==> config.mk <==
export PLATFORM = sky130hd
export DESIGN_NAME = vga_sprite_overlay
export DESIGN_NICKNAME = d
export VERILOG_FILES = /design/src/rtl/vga_sprite_overlay.sv
export SDC_FILE = /design/constraint.sdc
export NUM_CORES = 1
export LEC_CHECK = 0
export CAP_MARGIN = 25
export CORE_UTILIZATION = 35
export CTS_CLUSTER_SIZE = 12
export DETAILED_ROUTE_END_ITERATION = 8
export GPL_ROUTABILITY_DRIVEN = 0
export PLACE_DENSITY = 0.64
export SYNTH_ARGS = -nofsm -noshare
export SYNTH_HDL_FRONTEND = slang
export SYNTH_SLANG_ARGS = --single-unit
export TNS_END_PERCENT = 50
==> constraint.sdc <==
create_clock -name clk -period 4.1 [get_ports clk]
set_input_delay 1.025 -clock clk [delete_from_list [all_inputs] [get_ports clk]]
set_output_delay 1.025 -clock clk [all_outputs]
set_load 0.005 [all_outputs]
==> src/rtl/vga_sprite_overlay.sv <==
// Single 16x16 1bpp sprite compositor on an RGB222 video stream, with a double-buffered position and a frame IRQ.
// Define SPRITE_COLLISION_EN to build sticky sprite/background collision detection (STATUS.COLL, CTRL.coll_irq_en).
module vga_sprite_overlay #(
    parameter int SPR_SIZE = 16
) (
    input  logic        clk,
    input  logic        rst_n,
    input  logic [5:0]  reg_addr,
    input  logic [15:0] reg_wdata,
    input  logic        reg_we,
    output logic [15:0] reg_rdata,
    input  logic [10:0] pix_x,
    input  logic [10:0] pix_y,
    input  logic        visible,
    input  logic        hsync_in,
    input  logic        vsync_in,
    input  logic [5:0]  bg_rgb_in,
    output logic [5:0]  rgb_out,
    output logic        hsync_out,
    output logic        vsync_out,
    output logic        irq
);

    localparam int SPR_BITS = $clog2(SPR_SIZE);

    localparam logic [5:0] ADDR_CTRL   = 6'h00;
    localparam logic [5:0] ADDR_X      = 6'h04;
    localparam logic [5:0] ADDR_Y      = 6'h08;
    localparam logic [5:0] ADDR_COLOR  = 6'h0C;
    localparam logic [5:0] ADDR_STATUS = 6'h10;
    localparam logic [5:0] ADDR_FCNT   = 6'h14;

    logic        sprite_en;
    logic        frame_irq_en;
    logic        coll_irq_en;
    logic [10:0] x_shadow, y_shadow;
    logic [10:0] x_act, y_act;
    logic [5:0]  color;
    logic        st_frame;
    logic        st_coll;
    logic [15:0] frame_cnt;
    logic [15:0] bitmap [SPR_SIZE];
    logic        vsync_q;

    logic        vs_rise;
    logic        bm_sel;
    logic [10:0] dx, dy;
    logic        hit;
    logic [15:0] row_bits;
    logic        opaque;

    assign vs_rise = vsync_in & ~vsync_q;
    // Bitmap rows live at even addresses 0x20..0x3E; row index is addr[4:1].
    assign bm_sel  = reg_addr[5] & ~reg_addr[0];

    // Modular subtraction: pixels left of / above the sprite wrap to large values and miss.
    assign dx       = pix_x - x_act;
    assign dy       = pix_y - y_act;
    assign hit      = (dx[10:SPR_BITS] == '0) && (dy[10:SPR_BITS] == '0);
    assign row_bits = bitmap[dy[SPR_BITS-1:0]];
    assign opaque   = sprite_en & visible & hit & row_bits[~dx[SPR_BITS-1:0]];

    // NOTE: sequential state uses non-blocking assignments so every flop samples pre-edge values regardless of block order.
    always_ff @(posedge clk) begin
        if (!rst_n) begin
            sprite_en    <= 1'b0;
            frame_irq_en <= 1'b0;
            x_shadow     <= '0;
            y_shadow     <= '0;
            x_act        <= '0;
            y_act        <= '0;
            color        <= '0;
            frame_cnt    <= '0;
            vsync_q      <= 1'b0;
            // NOTE: the bitmap is reset explicitly, so it must stay in flops rather than map onto a RAM macro.
            for (int r = 0; r < SPR_SIZE; r++) bitmap[r] <= '0;
        end else begin
            vsync_q <= vsync_in;
            if (reg_we) begin
                case (reg_addr)
                    ADDR_CTRL: begin
                        sprite_en    <= reg_wdata[0];
                        frame_irq_en <= reg_wdata[1];
                    end
                    ADDR_X:     x_shadow <= reg_wdata[10:0];
                    ADDR_Y:     y_shadow <= reg_wdata[10:0];
                    ADDR_COLOR: color    <= reg_wdata[5:0];
                    default: begin
                        if (bm_sel) bitmap[reg_addr[4:1]] <= reg_wdata;
                    end
                endcase
            end
            if (vs_rise) begin
                x_act     <= x_shadow;
                y_act     <= y_shadow;
                frame_cnt <= frame_cnt + 16'd1;
            end
        end
    end

    // Status bits: W1C first, set second, so a coincident set wins.
    always_ff @(posedge clk) begin
        if (!rst_n) begin
            st_frame <= 1'b0;
        end else begin
            if (reg_we && reg_addr == ADDR_STATUS && reg_wdata[0]) st_frame <= 1'b0;
            if (vs_rise) st_frame <= 1'b1;
        end
    end

`ifdef SPRITE_COLLISION_EN
    always_ff @(posedge clk) begin
        if (!rst_n) begin
            st_coll     <= 1'b0;
            coll_irq_en <= 1'b0;
        end else begin
            if (reg_we && reg_addr == ADDR_CTRL) coll_irq_en <= reg_wdata[2];
            if (reg_we && reg_addr == ADDR_STATUS && reg_wdata[1]) st_coll <= 1'b0;
            if (opaque && bg_rgb_in != 6'd0) st_coll <= 1'b1;
        end
    end
`else
    assign st_coll     = 1'b0;
    assign coll_irq_en = 1'b0;
`endif

    assign irq = (st_frame & frame_irq_en) | (st_coll & coll_irq_en);

    // NOTE: every always_comb output gets a default first, so no path can infer a latch.
    always_comb begin
        reg_rdata = '0;
        case (reg_addr)
            ADDR_CTRL:   reg_rdata = {13'd0, coll_irq_en, frame_irq_en, sprite_en};
            ADDR_X:      reg_rdata = {5'd0, x_shadow};
            ADDR_Y:      reg_rdata = {5'd0, y_shadow};
            ADDR_COLOR:  reg_rdata = {10'd0, color};
            ADDR_STATUS: reg_rdata = {14'd0, st_coll, st_frame};
            ADDR_FCNT:   reg_rdata = frame_cnt;
            default: begin
                if (bm_sel) reg_rdata = bitmap[reg_addr[4:1]];
            end
        endcase
    end

    // Single output stage keeps syncs aligned with the composited pixel.
    always_ff @(posedge clk) begin
        if (!rst_n) begin
            rgb_out   <= '0;
            hsync_out <= 1'b0;
            vsync_out <= 1'b0;
        end else begin
            hsync_out <= hsync_in;
            vsync_out <= vsync_in;
            if (!visible)    rgb_out <= '0;
            else if (opaque) rgb_out <= color;
            else             rgb_out <= bg_rgb_in;
        end
    end

endmodule

==> metrics.yaml, run 1 <==
run_status:
  outcome: "complete, but fails checks"
  violations: "setup timing"
floorplanning:
  rows: 83
  num_io_pins: 81
  dieArea_um2: 53240
  initial_core_util: 0.3555
  dieWidth_um: 230.7
  die_h_um: 230.7
  coreArea_um2: 51510
timing:
  finalMaxSlewViolations: 0
  setup_slack_ns: -0.03419
  hold_violations: 0
  tightest_slew_ns: 0.9179
  rsz0062_at_grt: "yes"
  setup_viol: 1
  fin_crit_ns: 4.134
  finClkSkew_ns: 0.01009
  relSlewSlack: 0.3862
  timing.fmax_ghz: 0.2419
  timing.final.crit_share: 1.008
worst_setup_path:
  crit_top_cell: "mux4_2"
  r2r_cells: 12
  r2r_start: "y_act[0]"
  cp_slowest_stage_delay_ns: 0.55
  arrival_ns: 3.11
  cpMaxStageDelayCell: "mux4_2"
  critical_path.endpoint: "reg_rdata[13]"
  worst-r2r-setup-slack_ns: 0.75
  critPathLaunchType: "input pin"
  crit_type: "input pin to output port"
  cp.required_ns: 3.07
  crit_fanout: 7
  cp-end-kind: "output port"
  critPathLaunch: "reg_addr[1]"
  reg2reg_to: "rgb_out[0]"
  path_cells: "bufbuf_16, buf_16, buf_4, mux4_2, mux4_2, a32o_1, dlygate4sd2_1"
drt:
  vias: 13220
  wirelength_um: 58510
  drt-pass1-iter-count: 5
  drt-initial-drc-count: 1427
  ant_nets: 0
  routedWlPerCell_um: 25.23
  vias_per_cell: 5.701
  drc_errors: 0
yosys:
  synth_most_common_cell: "and2_1"
  ys_ff_latch: 333
  avgSynthCellArea_um2: 12.84
  synth_area_leaders: "edfxtp_1, mux4_2, and2_1"
  async_reset_ff_frac: 0
  syn_nets: 1505
  yosys.area.top_type: "edfxtp_1"
  synth_edf_count: 256
  yosysUniqueCellTypes: 66
  synth-main-ff-cell: "edfxtp_1"
  ys_warn_count: 0
  synth_top_area_frac: 0.4198
  yosysSeqAreaShare: 0.5040
  synthTopCellsByCount: "and2_1, edfxtp_1, mux4_2"
  syn_area_um2: 18310
  synth_cells: 1426
power_and_ir_drop:
  p_leak_uw: 0.008144
  finalPower_uw: 8345
  ir_drop_uv: 230.4
  power_density_nw_per_um2: 368.2
layout:
  area_delta_synth_final_pct: 23.78
  antennaDiodeCount: 0
  final_layout_size_suffix_gt1_frac: 0.2678
  fin_cells: 2319
  fin_util: 0.4400
  final_nets: 1691
global_route:
  grt_max_degree: 89
  grt_pass1_vias: 13150
  track_usage: 0.2213
  grt_pass1_wl_um: 86390
  gr-total-overflow: 0
  grtUsageMet2: 0.3707
  top_usage_layer: "met2"
  use_met3: 0.03841
  grt.met1_usage: 0.2800
  grt_antenna_before_repair: 3
clock_network:
  cts-buffers-inserted: 39
  cts_sinks: 333
  clock-root-buffer: "clkbuf_16"
  cts_max_path_buffers: 3
  cts_tree: "built"
  clk_pin_slew_ns: 0.06
  clock_latency_ns: 0.55
  h-tree-depth: 2
job:
  cap_violations: 0
hold_path:
  min_path_type: "register to register"
placement:
  pre_cts_ws_ns: -0.5394
  port_buffers: 80
  place_hpwl_um: 40900
  post-place-cells: 2230
-- cells in the final DEF (no fill, tap or decap), types with 10 or more instances in the layout --
master and instances:
o21ai_0 10, mux4_2 145, nand3_1 28, edfxtp_1 256
nand2b_1 11, mux2i_1 43, buf_4 141, nand2_1 105
a21oi_1 27, xnor2_1 15, ha_1 20, buf_12 28
a21boi_0 37, inv_1 29, nor2b_1 23, and3_1 10
nand4_1 14, clkbuf_16 41, and2_1 274, nor2_1 49
dfxtp_1 77, clkdlybuf4s50_1 59, o21ai_2 12
-- worst min path at each step --
stage	slack [ns]	from	to	cells after the start
after CTS	0.47	y_act[6]	y_act[6]	2
after floorplan	0.44	x_act[2]	x_act[2]	2
after global placement	0.46	x_act[4]	x_act[4]	2
after global routing	0.49	y_act[4]	y_act[4]	2
after detailed placement	0.46	y_act[6]	y_act[6]	2
final	0.46	y_act[6]	y_act[6]	2
-- logic make-up (layout without fill, tap and decap cells) --
group | count (synthesis) | count (layout) | share of synthesized area
flops | 333 | 333 | 0.5040
xor+xnor | 22 | 22 | 0.01134
simple gates | 556 | 556 | 0.1671
mux | 195 | 195 | 0.2086
compound gates | 155 | 155 | 0.06054
buf+inv | 142 | 355 | 0.03191
fa+ha+maj | 23 | 23 | 0.01654
-- worst max-delay path, delay by kind of cell --
family | cells | cell delay, ns
compound gates | 1 | 0.24
buf+inv | 4 | 0.77
mux | 2 | 1.06
-- cell type report --
type	count	area [um2]
clock buffer	51	1074
tap	680	850.8
fill	4667	28840
clock inverter	17	127.6
sequential	333	9229
timing repair buffer	258	2582
multi-input combinational	951	8693
inverter	29	108.9
-- where the power goes --
group	leakage, uW	total, uW	switching, uW	internal [uW]
clock network	0.000587	3320	1370	1960
logic	0.00450	1160	582	580
registers	0.00305	3860	86.4	3770
total	0.00814	8350	2030	6310
-- metal layers --
layer	wire length, um	vias to the layer above
li1	-	5709
met1	22910	6666
met2	27880	683
met3	4930	160
met4	2770	2
met5	13	-
-- sequential cells by signal, summed over array words and instances, names as in the netlist --
signal        flops
bitmap          256
color             6
frame_cnt        16
frame_irq_en      1
hsync_out         1
rgb_out           6
sprite_en         1
st_frame          1
vsync_out         1
x_act            11
x_shadow         11
y_act            11
y_shadow         11
-- repair_timing --
item / in CTS / in global routing
setup endpoints to repair: 16 / 12
setup buffers: 3 / 14
gates cloned: 4 / 0
gates resized for setup: 28 / 42
pin swaps: 3 / 6
hold buffers: 0 / 0
-- per-stage QoR --
step           hold slack, ns  instance area, um2  TNS (ns)
2_1_floorplan          0.4435               18310         0
3_3_place_gp           0.4568               21100    -7.249
3_5_place_dp           0.4610               21110    -7.509
4_1_cts                0.4689               22510   -0.6001
5_1_grt                0.4905               22670  -0.09032
6_report               0.4636               22670  -0.03419
No activity file was read; power rests on OpenSTA's default activity.
==> run 2, diff against run 1 <==
CELL_PAD_IN_SITES_DETAIL_PLACEMENT = 0   (was not set)
CELL_PAD_IN_SITES_GLOBAL_PLACEMENT = 2   (was not set)
PLACE_DENSITY = 0.81   (was 0.64)
==> run 2 against run 1 <==
  * Highest routed layer is now met4
  * Critical path type is now input pin to register
  * Global-route usage grew 0.29 points
  * Wire length grew 2.4%
  * Count of clock-buffer cells in the layout grew 4
  * Sequential power is essentially flat
  * The flow now finishes without violations
  * Die area is the same
  * Worst setup slack gained 0.043 ns
==> metrics.yaml, run 2 (synthesis gave the netlist of run 1 again) <==
power_and_ir_drop:
  power_density_nw_per_um2: 365.3  # was 368.2 nW/um2
  ir_drop_uv: 255.0  # was 230.4 uV
  p_leak_uw: 0.008173  # was 0.008144 uW
layout:
  final_layout_size_suffix_gt1_frac: 0.2698  # was 0.2678
  top_register: "bitmap"  # unchanged
  fin_util: 0.4442  # was 0.4400
  final_common_cell: "and2_1"  # unchanged
  multi_input_area_um2: 8776  # was 8693 um2
  area_delta_synth_final_pct: 24.95  # was 23.78%
  reg.largest.list: "bitmap x256, frame_cnt x16"  # unchanged
  most-common-layout-cells: "and2_1, edfxtp_1, buf_4"  # was and2_1, edfxtp_1, mux4_2
  stdcell_area_um2: 22880  # was 22670 um2
  fin_cells: 2334  # was 2319
  final_nets: 1702  # was 1691
  nFillCells: 4669  # was 4667
  largest_register_ffs: 256  # unchanged
  regArea_um2: 9229  # unchanged
hold_path:
  min_path_type: "register to register"  # unchanged
  holdPathEnd: "x_act[7]"  # was y_act[6]
  hp-start: "x_act[7]"  # was y_act[6]
  hold_depth: 2  # unchanged
clock_network:
  cts_hold_buf: 0  # unchanged
  clk_pin_slew_ns: 0.05  # was 0.06 ns
  cts-buffers-inserted: 40  # was 39
  h-tree-depth: 2  # unchanged
  clock_latency_ns: 0.56  # was 0.55 ns
  cts_max_path_buffers: 3  # unchanged
  cts_tree: "built"  # unchanged
  clock-root-buffer: "clkbuf_16"  # unchanged
  cts_sinks: 333  # unchanged
timing:
  fin_tns_setup_ns: 0  # was -0.03419 ns
  relSlewSlack: 0.3759  # was 0.3862
  finClkSkew_ns: 0.01959  # was 0.01009 ns
  hold_violations: 0  # unchanged
  setup_viol: 0  # was 1
  timing.fmax_ghz: 0.2444  # was 0.2419 GHz
  finalMaxSlewViolations: 0  # unchanged
  timing.final.crit_share: 0.9978  # was 1.008
  fin_crit_ns: 4.091  # was 4.134 ns
  rsz0062_at_grt: "yes"  # unchanged
  tightest_slew_ns: 0.9361  # was 0.9179 ns
worst_setup_path:
  r2r_start: "y_act[0]"  # unchanged
  arrival_ns: 4.52  # was 3.11 ns
  r2r_cells: 15  # was 12
  path_cells: "clkdlybuf4s50_1, inv_1, ha_4, fa_2, buf_12, buf_12, mux4_2, nor2_1, nor2_1, buf_4, o32ai_1, a41oi_1, a211oi_2, buf_4, or4_4, o31ai_2, a21oi_1"  # was bufbuf_16, buf_16, buf_4, mux4_2, mux4_2, a32o_1, dlygate4sd2_1
  cp.required_ns: 4.53  # was 3.07 ns
  cpMaxStageDelayCell: "fa_2"  # was mux4_2
  cp-end-kind: "register"  # was output port
  critPathLaunchType: "input pin"  # unchanged
  worst-r2r-setup-slack_ns: 0.74  # was 0.75 ns
  reg2reg_to: "rgb_out[1]"  # was rgb_out[0]
  cp_slowest_stage_delay_ns: 0.59  # was 0.55 ns
  crit_type: "input pin to register"  # was input pin to output port
  crit_fanout: 6  # was 7
drt:
  drt-initial-drc-count: 1354  # was 1427
  vias: 13090  # was 13220
  ant_nets: 0  # unchanged
  drc_errors: 0  # unchanged
  route.met2.wl_um: 28370  # was 27880 um
  wl_met1_um: 24870  # was 22910 um
  drt-pass1-iter-count: 5  # unchanged
  routedWlPerCell_um: 25.68  # was 25.23 um
  topRoutingLayerUsed: "met4"  # was met5
  wirelength_um: 59930  # was 58510 um
  vias_per_cell: 5.610  # was 5.701
  wl_met3_um: 3993  # was 4930 um
run_status:
  outcome: "completed"  # was complete, but fails checks
global_route:
  grt_antenna_before_repair: 1  # was 3
  track_usage: 0.2242  # was 0.2213
  gr-total-overflow: 0  # unchanged
  grt_max_degree: 89  # unchanged
  grt_pass1_vias: 13260  # was 13150
  grt_pass1_wl_um: 87430  # was 86390 um
floorplanning:
  die_h_um: 230.7  # unchanged
  num_io_pins: 81  # unchanged
  initial_core_util: 0.3555  # unchanged
  dieArea_um2: 53240  # unchanged
  coreArea_um2: 51510  # unchanged
  dieWidth_um: 230.7  # unchanged
  rows: 83  # unchanged
placement:
  post-place-cells: 2240  # was 2230
  place_area_um2: 21160  # was 21110 um2
  port_buffers: 80  # unchanged
  place_hpwl_um: 41780  # was 40900 um
job:
  cap_violations: 0  # unchanged
run 2: cell types whose count changed in the layout (fill, tap and decap cells not counted), moves of 3 or more:
cell | previous run | this run
buf_4 | 141 | 147
o31ai_1 | 4 | 1
dlygate4sd2_1 | 2 | 14
clkbuf_2 | 8 | 0
clkbuf_1 | 9 | 14
dlymetal6s2s_1 | 4 | 0
run 2: timing repair:
| item | 4_1_cts | 5_1_grt |
|---|---|---|
| gates resized for setup | 39 | 37 |
| cloned | 3 | 3 |
| pin swaps | 5 | 8 |
| endpoints found under the setup margin | 22 | 12 |
| buffers inserted | 5 | 9 |
run 2: worst max-delay path: cells and delay by family:
kind	cells	cell delay [ns]
AO/OA/AOI/OAI	5	0.73
AND/OR/NAND/NOR	3	0.66
multiplexers	1	0.17
adder cells (fa/ha/maj)	2	0.76
buffers and inverters	6	1.16
run 2: where the power goes:
part	switching (uW)	internal, uW	total [uW]
combinational	607	598	1210
sequential	85.0	3770	3860
clock	1410	1890	3290
total	2100	6260	8360
run 2: worst max path at each step:
stage,from,endpoint,slack (ns),depth (start not counted)
final,pix_y[0],rgb_out[1],0.009,17
after global routing,pix_y[0],rgb_out[5],-0.04,17
after detailed placement,pix_y[0],rgb_out[1],-0.62,12
after floorplan,reg_addr[1],reg_rdata[10],0.01,5
after CTS,pix_y[0],rgb_out[1],-0.06,12
after global placement,pix_y[0],rgb_out[2],-0.59,12
run 2: metal layers:
metal,global-route usage,up-vias
li1,-,5728
met2,0.3657,579
met5,0,-
met1,0.2938,6657
met3,0.03594,130
met4,0.1012,0
run 2: final cells by class:
cell class,count,area share
diodes,1,0.0001094
clock buffers,55,0.04665
clock inverters,17,0.005250
inverters,29,0.004758
multi-input cells,951,0.3836
flip-flops and latches,333,0.4034
well taps,680,0.03719
repair buffers,268,0.1191
run 2: stage by stage:
step	setup WS [ns]	power, uW	hold WS (ns)
2_1_floorplan	0.01155	4510	0.4435
6_report	0.008916	8357	0.4642
3_3_place_gp	-0.5934	5029	0.4546
5_1_grt	-0.04442	8581	0.4870
4_1_cts	-0.06197	8339	0.4699
3_5_place_dp	-0.6166	5052	0.4589
